$ cat config.mk
export PLATFORM = sky130hd
export DESIGN_NAME = display_scan_controller
export DESIGN_NICKNAME = d
export VERILOG_FILES = /design/src/rtl/display_scan_controller.sv
export SDC_FILE = /design/constraint.sdc
export NUM_CORES = 1
export LEC_CHECK = 0
export ABC_CLOCK_PERIOD_IN_PS = 9000
export BUFFER_PORTS_ARGS = -buffer_cell sky130_fd_sc_hd__buf_2
export CAP_MARGIN = 20
export CORE_ASPECT_RATIO = 1.75
export CORE_MARGIN = 1
export CORE_UTILIZATION = 55
export CTS_CLUSTER_SIZE = 12
export DETAILED_ROUTE_END_ITERATION = 8
export GPL_ROUTABILITY_DRIVEN = 0
export GPL_TIMING_DRIVEN = 1
export PLACE_DENSITY = 0.75
export SYNTH_ARGS = -nofsm -noshare
export SYNTH_HDL_FRONTEND = slang
export SYNTH_SLANG_ARGS = --single-unit
$ cat constraint.sdc
create_clock -name clk -period 9 [get_ports clk]
set_input_delay 0.45 -clock clk [delete_from_list [all_inputs] [get_ports clk]]
set_output_delay 0.45 -clock clk [all_outputs]
set_load 0.1 [all_outputs]
$ cat src/rtl/display_scan_controller.sv
`default_nettype none
// ============================================================================
// display_scan_controller: time-multiplexed seven-segment scan engine with a
// double-buffered display word, per-digit blanking and leading-zero suppression.
// Revision: 1.0
// ============================================================================
module display_scan_controller #(
  parameter int NUM_DIGITS  = 8,
  parameter int REFRESH_DIV = 50000,
  parameter int GAP_CYCLES  = 16
) (
  input  logic                    clk,
  input  logic                    rst,
  input  logic                    en,
  input  logic                    load,
  input  logic [4*NUM_DIGITS-1:0] data_in,
  input  logic [NUM_DIGITS-1:0]   blank_mask,
  input  logic [NUM_DIGITS-1:0]   dp_mask,
  input  logic                    lz_en,
  output logic                    ready,
  output logic [NUM_DIGITS-1:0]   digit_sel_n,
  output logic [3:0]              nibble,
  output logic                    dp_n,
  output logic                    frame_done
);

  localparam int DW     = 4 * NUM_DIGITS;
  localparam int IDX_W  = $clog2(NUM_DIGITS);
  localparam int SLOT_W = $clog2(REFRESH_DIV);

  localparam logic [IDX_W-1:0]  IDX_LAST  = IDX_W'(NUM_DIGITS - 1);
  localparam logic [SLOT_W-1:0] SLOT_LAST = SLOT_W'(REFRESH_DIV - 1);
  localparam logic [7:0]        GAP_LAST  = 8'(GAP_CYCLES - 1);

  typedef enum logic [1:0] {
    ST_OFF  = 2'd0,
    ST_SHOW = 2'd1,
    ST_GAP  = 2'd2
  } state_t;

  state_t              state_q, state_d;
  logic [IDX_W-1:0]    idx_q, idx_d;
  logic [SLOT_W-1:0]   slot_q, slot_d;
  logic [7:0]          gap_q, gap_d;

  logic [DW-1:0]         pend_data_q, pend_data_d;
  logic [NUM_DIGITS-1:0] pend_blank_q, pend_blank_d;
  logic [NUM_DIGITS-1:0] pend_dp_q, pend_dp_d;
  logic                  pend_lz_q, pend_lz_d;
  logic                  pend_valid_q, pend_valid_d;

  logic [DW-1:0]         act_data_q, act_data_d;
  logic [NUM_DIGITS-1:0] act_blank_q, act_blank_d;
  logic [NUM_DIGITS-1:0] act_dp_q, act_dp_d;
  logic                  act_lz_q, act_lz_d;
  logic                  act_valid_q, act_valid_d;

  logic                  ready_q, ready_d;
  logic [NUM_DIGITS-1:0] digit_sel_n_q, digit_sel_n_d;
  logic [3:0]            nibble_q, nibble_d;
  logic                  dp_n_q, dp_n_d;
  logic                  frame_done_q, frame_done_d;

  logic                  commit;
  logic                  advance;
  logic [NUM_DIGITS-1:0] blank;

  // Next-state, buffer transfer and commit logic.
  always_comb begin
    state_d      = state_q;
    idx_d        = idx_q;
    slot_d       = slot_q;
    gap_d        = gap_q;
    pend_data_d  = pend_data_q;
    pend_blank_d = pend_blank_q;
    pend_dp_d    = pend_dp_q;
    pend_lz_d    = pend_lz_q;
    pend_valid_d = pend_valid_q;
    act_data_d   = act_data_q;
    act_blank_d  = act_blank_q;
    act_dp_d     = act_dp_q;
    act_lz_d     = act_lz_q;
    act_valid_d  = act_valid_q;
    frame_done_d = 1'b0;
    commit       = 1'b0;
    advance      = 1'b0;

    if (load && ready_q) begin
      pend_data_d  = data_in;
      pend_blank_d = blank_mask;
      pend_dp_d    = dp_mask;
      pend_lz_d    = lz_en;
      pend_valid_d = 1'b1;
    end

    case (state_q)
      ST_OFF: begin
        idx_d  = '0;
        slot_d = '0;
        gap_d  = '0;
        if (en && (act_valid_q || pend_valid_q)) begin
          commit  = pend_valid_q;
          state_d = ST_SHOW;
        end
      end
      ST_SHOW: begin
        if (slot_q == SLOT_LAST) begin
          slot_d = '0;
          if (GAP_CYCLES > 0) begin
            state_d = ST_GAP;
            gap_d   = '0;
          end else begin
            advance = 1'b1;
          end
        end else begin
          slot_d = slot_q + SLOT_W'(1);
        end
      end
      ST_GAP: begin
        if (gap_q == GAP_LAST) begin
          advance = 1'b1;
        end else begin
          gap_d = gap_q + 8'd1;
        end
      end
      default: state_d = ST_OFF;
    endcase

    if (advance) begin
      state_d = ST_SHOW;
      slot_d  = '0;
      gap_d   = '0;
      if (idx_q == IDX_LAST) begin
        idx_d        = '0;
        frame_done_d = 1'b1;
        commit       = pend_valid_q;
      end else begin
        idx_d = idx_q + IDX_W'(1);
      end
    end

    // Losing enable wins over the wrap, but the wrap's commit and pulse stand.
    if (state_q != ST_OFF && !en) begin
      state_d = ST_OFF;
      idx_d   = '0;
      slot_d  = '0;
      gap_d   = '0;
    end

    if (commit) begin
      act_data_d   = pend_data_q;
      act_blank_d  = pend_blank_q;
      act_dp_d     = pend_dp_q;
      act_lz_d     = pend_lz_q;
      act_valid_d  = 1'b1;
      pend_valid_d = 1'b0;
    end

    ready_d = ~pend_valid_d;
  end

  for (genvar gi = 0; gi < NUM_DIGITS; gi++) begin : g_blank
    assign blank[gi] = act_blank_d[gi] |
                       (act_lz_d & (gi != 0) & ((act_data_d >> (4 * gi)) == '0));
  end

  // Outputs are derived from the next state so they line up with state_q.
  always_comb begin
    digit_sel_n_d = '1;
    dp_n_d        = 1'b1;
    nibble_d      = 4'd0;
    if (state_d == ST_SHOW) begin
      nibble_d = act_data_d[{idx_d, 2'b00} +: 4];
      if (!blank[idx_d]) begin
        digit_sel_n_d[idx_d] = 1'b0;
        dp_n_d               = ~act_dp_d[idx_d];
      end
    end
  end

  always_ff @(posedge clk or posedge rst) begin
    if (rst) begin
      state_q       <= ST_OFF;
      idx_q         <= '0;
      slot_q        <= '0;
      gap_q         <= '0;
      pend_data_q   <= '0;
      pend_blank_q  <= '0;
      pend_dp_q     <= '0;
      pend_lz_q     <= 1'b0;
      pend_valid_q  <= 1'b0;
      act_data_q    <= '0;
      act_blank_q   <= '0;
      act_dp_q      <= '0;
      act_lz_q      <= 1'b0;
      act_valid_q   <= 1'b0;
      ready_q       <= 1'b1;
      digit_sel_n_q <= '1;
      nibble_q      <= 4'd0;
      dp_n_q        <= 1'b1;
      frame_done_q  <= 1'b0;
    end else begin
      state_q       <= state_d;
      idx_q         <= idx_d;
      slot_q        <= slot_d;
      gap_q         <= gap_d;
      pend_data_q   <= pend_data_d;
      pend_blank_q  <= pend_blank_d;
      pend_dp_q     <= pend_dp_d;
      pend_lz_q     <= pend_lz_d;
      pend_valid_q  <= pend_valid_d;
      act_data_q    <= act_data_d;
      act_blank_q   <= act_blank_d;
      act_dp_q      <= act_dp_d;
      act_lz_q      <= act_lz_d;
      act_valid_q   <= act_valid_d;
      ready_q       <= ready_d;
      digit_sel_n_q <= digit_sel_n_d;
      nibble_q      <= nibble_d;
      dp_n_q        <= dp_n_d;
      frame_done_q  <= frame_done_d;
    end
  end

  assign ready       = ready_q;
  assign digit_sel_n = digit_sel_n_q;
  assign nibble      = nibble_q;
  assign dp_n        = dp_n_q;
  assign frame_done  = frame_done_q;

endmodule
`default_nettype wire
==> results.json, run 1 <==
{
  "status": "finished with violations",
  "violations": "design-rule violations",
  "drt-wirelength-per-cell_microns": 20.21,
  "maxSlewViolCount": 0,
  "ir_drop_v": 0.0001838,
  "via_per_inst": 6.097,
  "drc": 8,
  "clock_sinks": 144,
  "diodes": 0,
  "cts_tree": "yes",
  "cts.htree.levels": 4,
  "drive_gt1_frac": 0.3727,
  "cp_max_fo": 46,
  "syn_inst": 529,
  "dp_hpwl_microns": 10640,
  "skew_ns": 0.005244,
  "slew-limit-headroom": 0.3892,
  "critPathCaptureType": "register",
  "core.rowCount": 52,
  "reg2regPathDepth": 10,
  "synthesis.area_sq_mm": 0.006591,
  "first_global_vias": 4806,
  "pin_count": 68,
  "yosysWarnings": 0,
  "grtUsageTotal": 0.2604,
  "vias": 4536,
  "area.growth.synth_to_final_pct": 16.02,
  "cts_made_buffers": 17,
  "tightest_slew_ns": 0.9163,
  "cts_hold_buf": 0,
  "grtUsageMet2": 0.4850,
  "grt_pass1_wl_microns": 24520,
  "nFillCells": 869,
  "synthArstFlopShare": 1.000,
  "cp_cell_sequence": "ha_1, ha_1, and2_1, and4_1, nor2_4, buf_4, mux2_2, mux2_2, mux4_2, and2_1",
  "clock-root-buffer": "clkbuf_16",
  "worst_setup_path_start_kind": "register",
  "ff2ff_setup_slack_ns": 5.48,
  "cap_violations": 0,
  "ys_seq_elements": 144,
  "avgSynthCellArea_sq_um": 12.46,
  "nNetsFinal": 653,
  "die_width_microns": 84.76,
  "p_sw_frac": 0.3127,
  "antenna_found_initial": 0,
  "met3_usage": 0.06124,
  "slowest_delay_ns": 0.53,
  "grt-busiest-layer": "met2",
  "ant_nets": 0,
  "switching_power_uw": 761.0,
  "ys.flop_type": "dfrtp_1",
  "worstSkewPairLatency_ns": 0.42,
  "seq_area_frac_synth": 0.5486,
  "setup_tns_ns": 0,
  "worstPathArrival_ns": 3.82,
  "synth_cell_type_count": 56,
  "timing.final.crit_share": 0.3910,
  "p_leak_uw": 0.003342,
  "die-area_sq_mm": 0.01244,
  "power.total_uw": 2434,
  "synth_edf_count": 0,
  "setup_viol": 0,
  "p_per_area_mw_per_mm2": 318.3,
  "met1_usage": 0.2723,
  "syn_nets": 586,
  "post-route-min-period_ns": 3.519,
  "pwr-share-seq": 0.439,
  "slowest_stage": "buf_4",
  "hold_class": "in -> async",
  "core-area_sq_mm": 0.01165,
  "intPower_uw": 1673,
  "grt-ovfl-total": 0,
  "post_cts_buffers": 0,
  "crit_type": "reg -> reg",
  "io_buffers": 67,
  "grt_max_degree": 74,
  "dr.pass1.iters": 9,
  "wl_microns": 15040,
  "cts_buffer_depth": 2,
  "cp.required_ns": 9.31,
  "combPwrFrac": 0.259,
  "die_h_microns": 146.8,
  "drtIter0Drc": 276,
  "rsz0062_at_grt": "false",
  "p_clk_frac": 0.302,
  "initial_core_util": 0.5660,
  "path_clk_slew_ns": 0.06,
  "cts-resized-gates": 0,
  "hold_viol": 0,
  "max_freq_mhz": 284.2
}
worst max-delay path: cells and delay by family (launching register included):
family        cells  cell delay, ns
fa+ha+maj         2            0.41
simple gates      4            0.85
buf+inv           1            0.53
flops             1            0.39
mux               3            1.17
per-stage QoR:
step	hold WS, ns	utilization	area (sq um)	setup WS (ns)	cells
4_1_cts	0.1559	0.6549	7627	5.504	743
5_1_grt	0.1811	0.6566	7647	5.335	744
2_1_floorplan	0.4305	-	6591	4.700	529
6_report	0.1163	0.6566	7647	5.481	744
3_3_place_gp	0.4441	0.6016	7007	5.611	711
3_5_place_dp	0.4488	0.6016	7007	5.516	711
sequential cells by signal, summed over array words and instances (netlist names):
name	flops
pend_dp_q	8
state_q	2
act_data_q	32
pend_data_q	32
act_dp_q	8
gap_q	8
act_blank_q	8
nibble	4
act_lz_q	1
pend_lz_q	1
ready	1
idx_q	3
frame_done	1
pend_valid_q	1
pend_blank_q	8
slot_q	16
act_valid_q	1
digit_sel_n	8
dp_n	1
layout by cell type (no fill, tap or decap), types with 3 or more instances in the layout:
cell        count
dfrtp_1       134
clkbuf_16      17
o21ai_0        34
or3_1           5
nor2_1         18
mux2_2        100
mux2_1         12
ha_1            4
clkinv_4        3
xnor2_1         3
o22ai_1         3
nor2b_1         5
or4_1           3
mux2i_1         5
bufinv_16       4
dfstp_2        10
inv_1           7
nor4_1         12
and3_1         10
buf_2          67
a31oi_1         4
a21oi_1         6
and4_1          6
buf_4           4
nand4_1         8
nand3_1        14
nor3_1          9
and2_1          9
nand2_1        33
o31ai_1         6
clkinvlp_4      3
mux4_2          6
nand2b_1        3
metal layers:
metal | wire length, microns | part of all wire | vias up
met3 | 573 | 0.038 | 40
met5 | 0 | 0 | -
met2 | 8426 | 0.56 | 127
met1 | 5510 | 0.37 | 2285
met4 | 528 | 0.035 | 0
li1 | - | - | 2084
cell usage after synthesis, types with 2 or more instances:
library cell	number	area share
o21ai_1	2	0.0015
o211ai_1	2	0.0023
and3_1	10	0.0095
mux2_2	100	0.17
mux2_1	12	0.021
a22o_1	2	0.0027
or4b_2	2	0.0030
and4_1	6	0.0080
or4_1	3	0.0034
and2_1	10	0.0095
mux2i_1	5	0.0076
nor4b_1	2	0.0027
buf_1	2	0.0011
o22ai_1	3	0.0028
a41o_1	2	0.0030
nand2_1	33	0.019
dfstp_2	10	0.040
buf_4	2	0.0023
nand2b_1	3	0.0028
a31oi_1	4	0.0038
a211oi_1	2	0.0023
mux4_2	6	0.021
nor2b_1	5	0.0047
nor4bb_1	2	0.0030
nor4_1	12	0.011
nor2_1	18	0.010
xnor2_1	3	0.0040
or2_1	2	0.0019
inv_2	2	0.0011
inv_1	8	0.0046
ha_1	4	0.0076
o21ai_0	34	0.026
dfrtp_1	134	0.51
clkbuf_1	13	0.0074
buf_6	3	0.0051
o31ai_1	6	0.0068
nand4_1	8	0.0076
nor3_1	9	0.0068
nand3_1	14	0.011
buf_2	4	0.0030
or3_1	5	0.0047
a21oi_1	6	0.0046
cells by family (layout without fill, tap and decap cells):
| kind of cell | after synthesis | in the layout | synth area share |
|---|---|---|---|
| multiplexers | 124 | 124 | 0.2217 |
| AND/OR/NAND/NOR | 148 | 148 | 0.1262 |
| flip-flops | 144 | 144 | 0.5486 |
| AO/OA/AOI/OAI | 71 | 71 | 0.06587 |
| buffers and inverters | 34 | 114 | 0.02468 |
| XOR/XNOR | 4 | 4 | 0.005316 |
| adder cells (fa/ha/maj) | 4 | 4 | 0.007593 |
power by group through the flow:
| stage | clock network, uW | logic [uW] | registers (uW) |
|---|---|---|---|
| detailed placement | 0 | 624 | 1070 |
| floorplan | 0 | 435 | 1070 |
| CTS | 745 | 630 | 1070 |
| global placement | 0 | 598 | 1060 |
| finish | 736 | 629 | 1070 |
| global route | 773 | 677 | 1090 |
area by class of cell:
| cell class | instances | area [sq um] | share of cell area |
|---|---|---|---|
| Timing Repair Buffer | 72 | 385.4 | 0.05039 |
| Clock buffer | 19 | 432.9 | 0.05661 |
| Multi-Input combinational cell | 351 | 2814 | 0.3680 |
| Clock inverter | 13 | 187.7 | 0.02454 |
| Inverter | 10 | 42.54 | 0.005563 |
| Tap cell | 135 | 168.9 | 0.02209 |
| Sequential cell | 144 | 3616 | 0.4728 |
worst paths after layout:
check | from | endpoint
worst max-delay path | idx_q[0] | nibble[0]
worst max register to register | idx_q[0] | nibble[0]
worst min register to register | act_dp_q[4] | act_dp_q[4]
max in group asynchronous | rst | pend_dp_q[1]
min in group clk | data_in[9] | pend_data_q[9]
worst min-delay path | rst | pend_blank_q[3]
Power figures use the tool's default switching activity.
==> run 2, diff against run 1 <==
Settings changed: ABC_CLOCK_PERIOD_IN_PS 9000 to 2980, CORE_UTILIZATION 55 to 53, PLACE_DENSITY 0.75 to 0.76.
Clock period 9 ns to 2.98 ns, I/O delays scaled along.
==> results.json, run 2 (synthesized netlist as in run 1, its figures left out) <==
{
  "worstPathArrival_ns": 3.38,
  "layout_commonest_cell": "dfrtp_1",
  "grtUsageTotal": 0.2603,
  "maxSlewViolCount": 0,
  "cts_tree": "yes",
  "top_regs": "act_data_q (32), pend_data_q (32), slot_q (16)",
  "final_cell_mix": "dfrtp_1, mux2_2, buf_2",
  "violations": "negative setup slack",
  "cp_max_fo": 5,
  "post-route-min-period_ns": 3.027,
  "setup_viol": 1,
  "grt_pass1_wl_microns": 25260,
  "hold_class": "in -> reg",
  "worstSkewPairLatency_ns": 0.42,
  "hold_start": "en",
  "hold_viol": 0,
  "p_per_area_mw_per_mm2": 883.1,
  "multi_input_area_sq_mm": 0.002928,
  "cp.required_ns": 3.33,
  "cts_buffer_depth": 2,
  "whs_path_depth": 3,
  "worst_setup_path_start_kind": "register",
  "first_global_vias": 5184,
  "drive_gt1_frac": 0.3827,
  "ff2ff_setup_slack_ns": -0.05,
  "grt-ovfl-total": 0,
  "skew_ns": 0.008461,
  "antenna_found_initial": 0,
  "nNetsFinal": 728,
  "power.total_uw": 7570,
  "core-area_sq_mm": 0.01207,
  "io_buffers": 67,
  "diodes": 0,
  "p_leak_uw": 0.003828,
  "clock_sinks": 144,
  "tightest_slew_ns": 0.9515,
  "cts.htree.levels": 4,
  "area.growth.synth_to_final_pct": 30.05,
  "cts_made_buffers": 17,
  "postLayoutCoreUtil": 0.7102,
  "reg2regPathDepth": 12,
  "max_freq_mhz": 330.3,
  "cap_violations": 0,
  "nFillCells": 807,
  "slew-limit-headroom": 0.3598,
  "drt-wirelength-per-cell_microns": 19.57,
  "vias": 4992,
  "rr_endpoint": "dp_n",
  "core.rowCount": 53,
  "hold_path_end": "state_q[1]",
  "die_width_microns": 86.30,
  "fin_ws_ns": -0.04727,
  "grt_max_degree": 90,
  "initial_core_util": 0.5461,
  "ant_nets": 0,
  "wl_microns": 16580,
  "regArea_sq_mm": 0.003616,
  "ir_drop_v": 0.0007419,
  "drtIter0Drc": 357,
  "status": "finished with violations",
  "clock-root-buffer": "clkbuf_16",
  "regToRegStartpoint": "idx_q[1]",
  "rsz0062_at_grt": "true",
  "dp_hpwl_microns": 10580,
  "die_h_microns": 149.5,
  "timing.final.crit_share": 1.016,
  "path_clk_slew_ns": 0.06,
  "die-area_sq_mm": 0.01290,
  "dr.pass1.iters": 6,
  "critPathCaptureType": "register",
  "crit_type": "reg -> reg",
  "via_per_inst": 5.894,
  "pin_count": 68,
  "drc": 0
}
run 2: cell count changes in the layout (fill, tap and decap cells not counted), sizes merged:
| cell | delta |
|---|---|
| inv | -1 |
| bufinv | -2 |
| buf | +22 |
| clkinv | +2 |
| clkbuf | +2 |
| dlygate4sd3 | +50 |
run 2: timing repair:
item	4_1_cts	5_1_grt
resized for setup	5	31
pin swaps	1	4
hold endpoints to repair	72	0
endpoints found under the setup margin	4	6
gates cloned	1	3
hold buffers	50	0
buffers inserted	2	7
run 2: through the flow:
stage               setup slack, ns  std cells  area [sq um]  hold slack (ns)  setup TNS (ns)
finish                     -0.04727        847          8572           0.1062        -0.04727
global route               -0.09088        847          8572          0.09808         -0.1947
CTS                         0.01288        838          8348          0.07727               0
detailed placement         -0.04725        755          7198           0.2444        -0.08585
global placement            0.05336        755          7198           0.2454               0
floorplan                    0.1078        529          6595           0.3007               0
run 2: per-layer routing:
layer	global-route usage	wire [microns]	part of all wire
met1	0.2769	5960	0.36
met5	0	0	0
met3	0.04744	647	0.039
met4	0.1308	691	0.042
met2	0.4825	9277	0.56
run 2: worst max-delay path by stage:
| stage | start | to |
|---|---|---|
| floorplan | idx_q[0] | nibble[3] |
| global placement | idx_q[0] | nibble[1] |
| detailed placement | idx_q[0] | nibble[1] |
| CTS | idx_q[0] | nibble[2] |
| global route | idx_q[1] | dp_n |
| finish | idx_q[1] | dp_n |
run 2: final cells by class:
type                    count  share of cell area
flip-flops and latches    144              0.4218
clock inverters            12             0.01606
inverters                  10            0.004817
repair buffers            147              0.1404
multi-input cells         351              0.3416
well taps                 165             0.02408
clock buffers              18             0.05123
run 2: critical path, cell delays in order (launching register included):
cell and delay [ns]:
dfrtp_1 0.40, ha_2 0.22, ha_4 0.18, and2_4 0.16, and4_4 0.21, nor2_4 0.18, buf_6 0.15, buf_12 0.13
buf_12 0.11, mux2_2 0.34, mux2_2 0.28, mux4_2 0.49, nand4b_1 0.12
run 2: report_power, final:
group | internal (uW) | switching, uW
logic | 1200 | 1060
registers | 2700 | 522
clock network | 1250 | 842
==> run 3, diff against run 2 <==
Settings changed: CELL_PAD_IN_SITES_DETAIL_PLACEMENT set to 2, CELL_PAD_IN_SITES_GLOBAL_PLACEMENT set to 2, CORE_UTILIZATION 53 to 36, PLACE_DENSITY 0.76 to unset, PLACE_DENSITY_LB_ADDON set to 0.1, SKIP_CTS_REPAIR_TIMING set to 1.
==> results.json, run 3 (synthesized netlist as in run 1, its figures left out) <==
{
  "grtUsageTotal": 0.2205,
  "p_sw_frac": 0.3294,
  "grt_pass1_wl_microns": 30710,
  "wl_microns": 21710,
  "layout_commonest_cell": "dfrtp_1",
  "final_cells": 933,
  "dp_hpwl_microns": 14510,
  "regToRegStartpoint": "idx_q[1]",
  "tightest_slew_ns": 0.8599,
  "ir_drop_v": 0.0004310,
  "switching_power_uw": 2594,
  "p_leak_uw": 0.003873,
  "worstSkewPairLatency_ns": 0.44,
  "nNetsFinal": 743,
  "status": "finished clean",
  "clock-root-buffer": "clkbuf_16",
  "core.rowCount": 65,
  "final_cell_mix": "dfrtp_1, mux2_2, buf_2",
  "first_global_vias": 5444,
  "grt-ovfl-total": 0,
  "ant_nets": 0,
  "crit_type": "reg -> reg",
  "via_per_inst": 5.329,
  "die_h_microns": 181,
  "cap_violations": 0,
  "rr_endpoint": "nibble[2]",
  "p_per_area_mw_per_mm2": 897.1,
  "grt_max_degree": 69,
  "intPower_uw": 5281,
  "slowest_stage": "mux4_2",
  "cp.required_ns": 3.31,
  "cts_tree": "yes",
  "diodes": 0,
  "power.total_uw": 7875,
  "reg2regPathDepth": 11,
  "drc": 0,
  "critPathCaptureType": "register",
  "setup_viol": 0,
  "drtIter0Drc": 122,
  "io_buffers": 67,
  "pin_count": 68,
  "die-area_sq_mm": 0.01888,
  "dr.pass1.iters": 4,
  "worstPathArrival_ns": 3.31,
  "combPwrFrac": 0.297,
  "area.growth.synth_to_final_pct": 33.18,
  "max_freq_mhz": 335.6,
  "vias": 4972,
  "hold_class": "in -> reg",
  "timing.final.crit_share": 0.9999,
  "cts_made_buffers": 17,
  "drt-wirelength-per-cell_microns": 23.27,
  "antenna_found_initial": 0,
  "slew-limit-headroom": 0.4214,
  "pwr-share-seq": 0.420,
  "placed_cells": 837,
  "cts.htree.levels": 4,
  "critPathLaunch": "idx_q[1]",
  "die_width_microns": 104.3,
  "cts_buffer_depth": 2,
  "hold_viol": 0,
  "cp_cell_sequence": "ha_2, ha_2, and2_4, and4_4, nor2_4, buf_8, buf_8, mux2_2, mux2_2, mux4_2, and2_1",
  "skew_ns": 0.01469,
  "worst_setup_path_start_kind": "register",
  "initial_core_util": 0.3667,
  "cp_max_fo": 8,
  "p_clk_frac": 0.283,
  "core-area_sq_mm": 0.01797,
  "rsz0062_at_grt": "true",
  "post-route-min-period_ns": 2.980,
  "maxSlewViolCount": 0,
  "ff2ff_setup_slack_ns": 0.0003,
  "slowest_delay_ns": 0.45,
  "top_regs": "act_data_q (32), pend_data_q (32), slot_q (16)",
  "clock_sinks": 144,
  "drive_gt1_frac": 0.4092,
  "cp-endpoint": "nibble[2]",
  "path_clk_slew_ns": 0.06
}
==> run 3: worst min path at each step <==
stage	cells past startpoint	endpoint	start	slack (ns)
after floorplan	1	pend_blank_q[0]	blank_mask[0]	0.30
after global placement	2	act_data_q[2]	rst	0.26
after detailed placement	2	act_data_q[2]	rst	0.27
after CTS	2	act_data_q[2]	rst	-0.20
after global routing	3	state_q[1]	en	0.13
final	3	state_q[1]	en	0.11
==> run 3: final cells by class <==
cell class | instances | area [sq um]
Inverter | 10 | 41.29
Sequential cell | 144 | 3616
Multi-Input combinational cell | 351 | 2903
Fill cell | 1782 | 9195
Timing Repair Buffer | 162 | 1319
Clock inverter | 11 | 136.4
Clock buffer | 21 | 470.5
Tap cell | 234 | 292.8
==> run 3: power groups by stage <==
stage	logic (uW)	clock network, uW	registers (uW)
after detailed placement	2020	0	3280
after CTS	2040	2270	3270
after global placement	1930	0	3260
final	2340	2230	3310
after global routing	2490	2330	3380
after floorplan	1310	0	3240
==> run 3: worst max-delay path: cells and delay by family, from the launching register on <==
kind | cells | cell delay (ns)
buffers and inverters | 2 | 0.32
and+or+nand+nor | 4 | 0.70
adders and majority gates | 2 | 0.35
DFF | 1 | 0.40
muxes | 3 | 1.08
==> run 3: metal layers <==
metal / part of all wire / track usage / vias up
met5: 0 / 0 / -
met4: 0.043 / 0.1080 / 0
met3: 0.021 / 0.04293 / 50
met2: 0.58 / 0.4273 / 82
met1: 0.35 / 0.2187 / 2594
li1: - / - / 2246
==> run 3: through the flow <==
stage	setup WS [ns]	hold slack [ns]	cell area [sq um]	setup TNS [ns]	utilization
3_5_place_dp	-0.01662	0.2729	7382	-0.01662	0.4107
4_1_cts	-0.02997	-0.2041	7989	-0.08105	0.4445
5_1_grt	-0.06340	0.1322	8778	-0.1516	0.4884
6_report	0.0003224	0.1111	8778	0	0.4884
2_1_floorplan	0.1078	0.3007	6595	0	-
3_3_place_gp	0.07657	0.2622	7382	0	0.4107
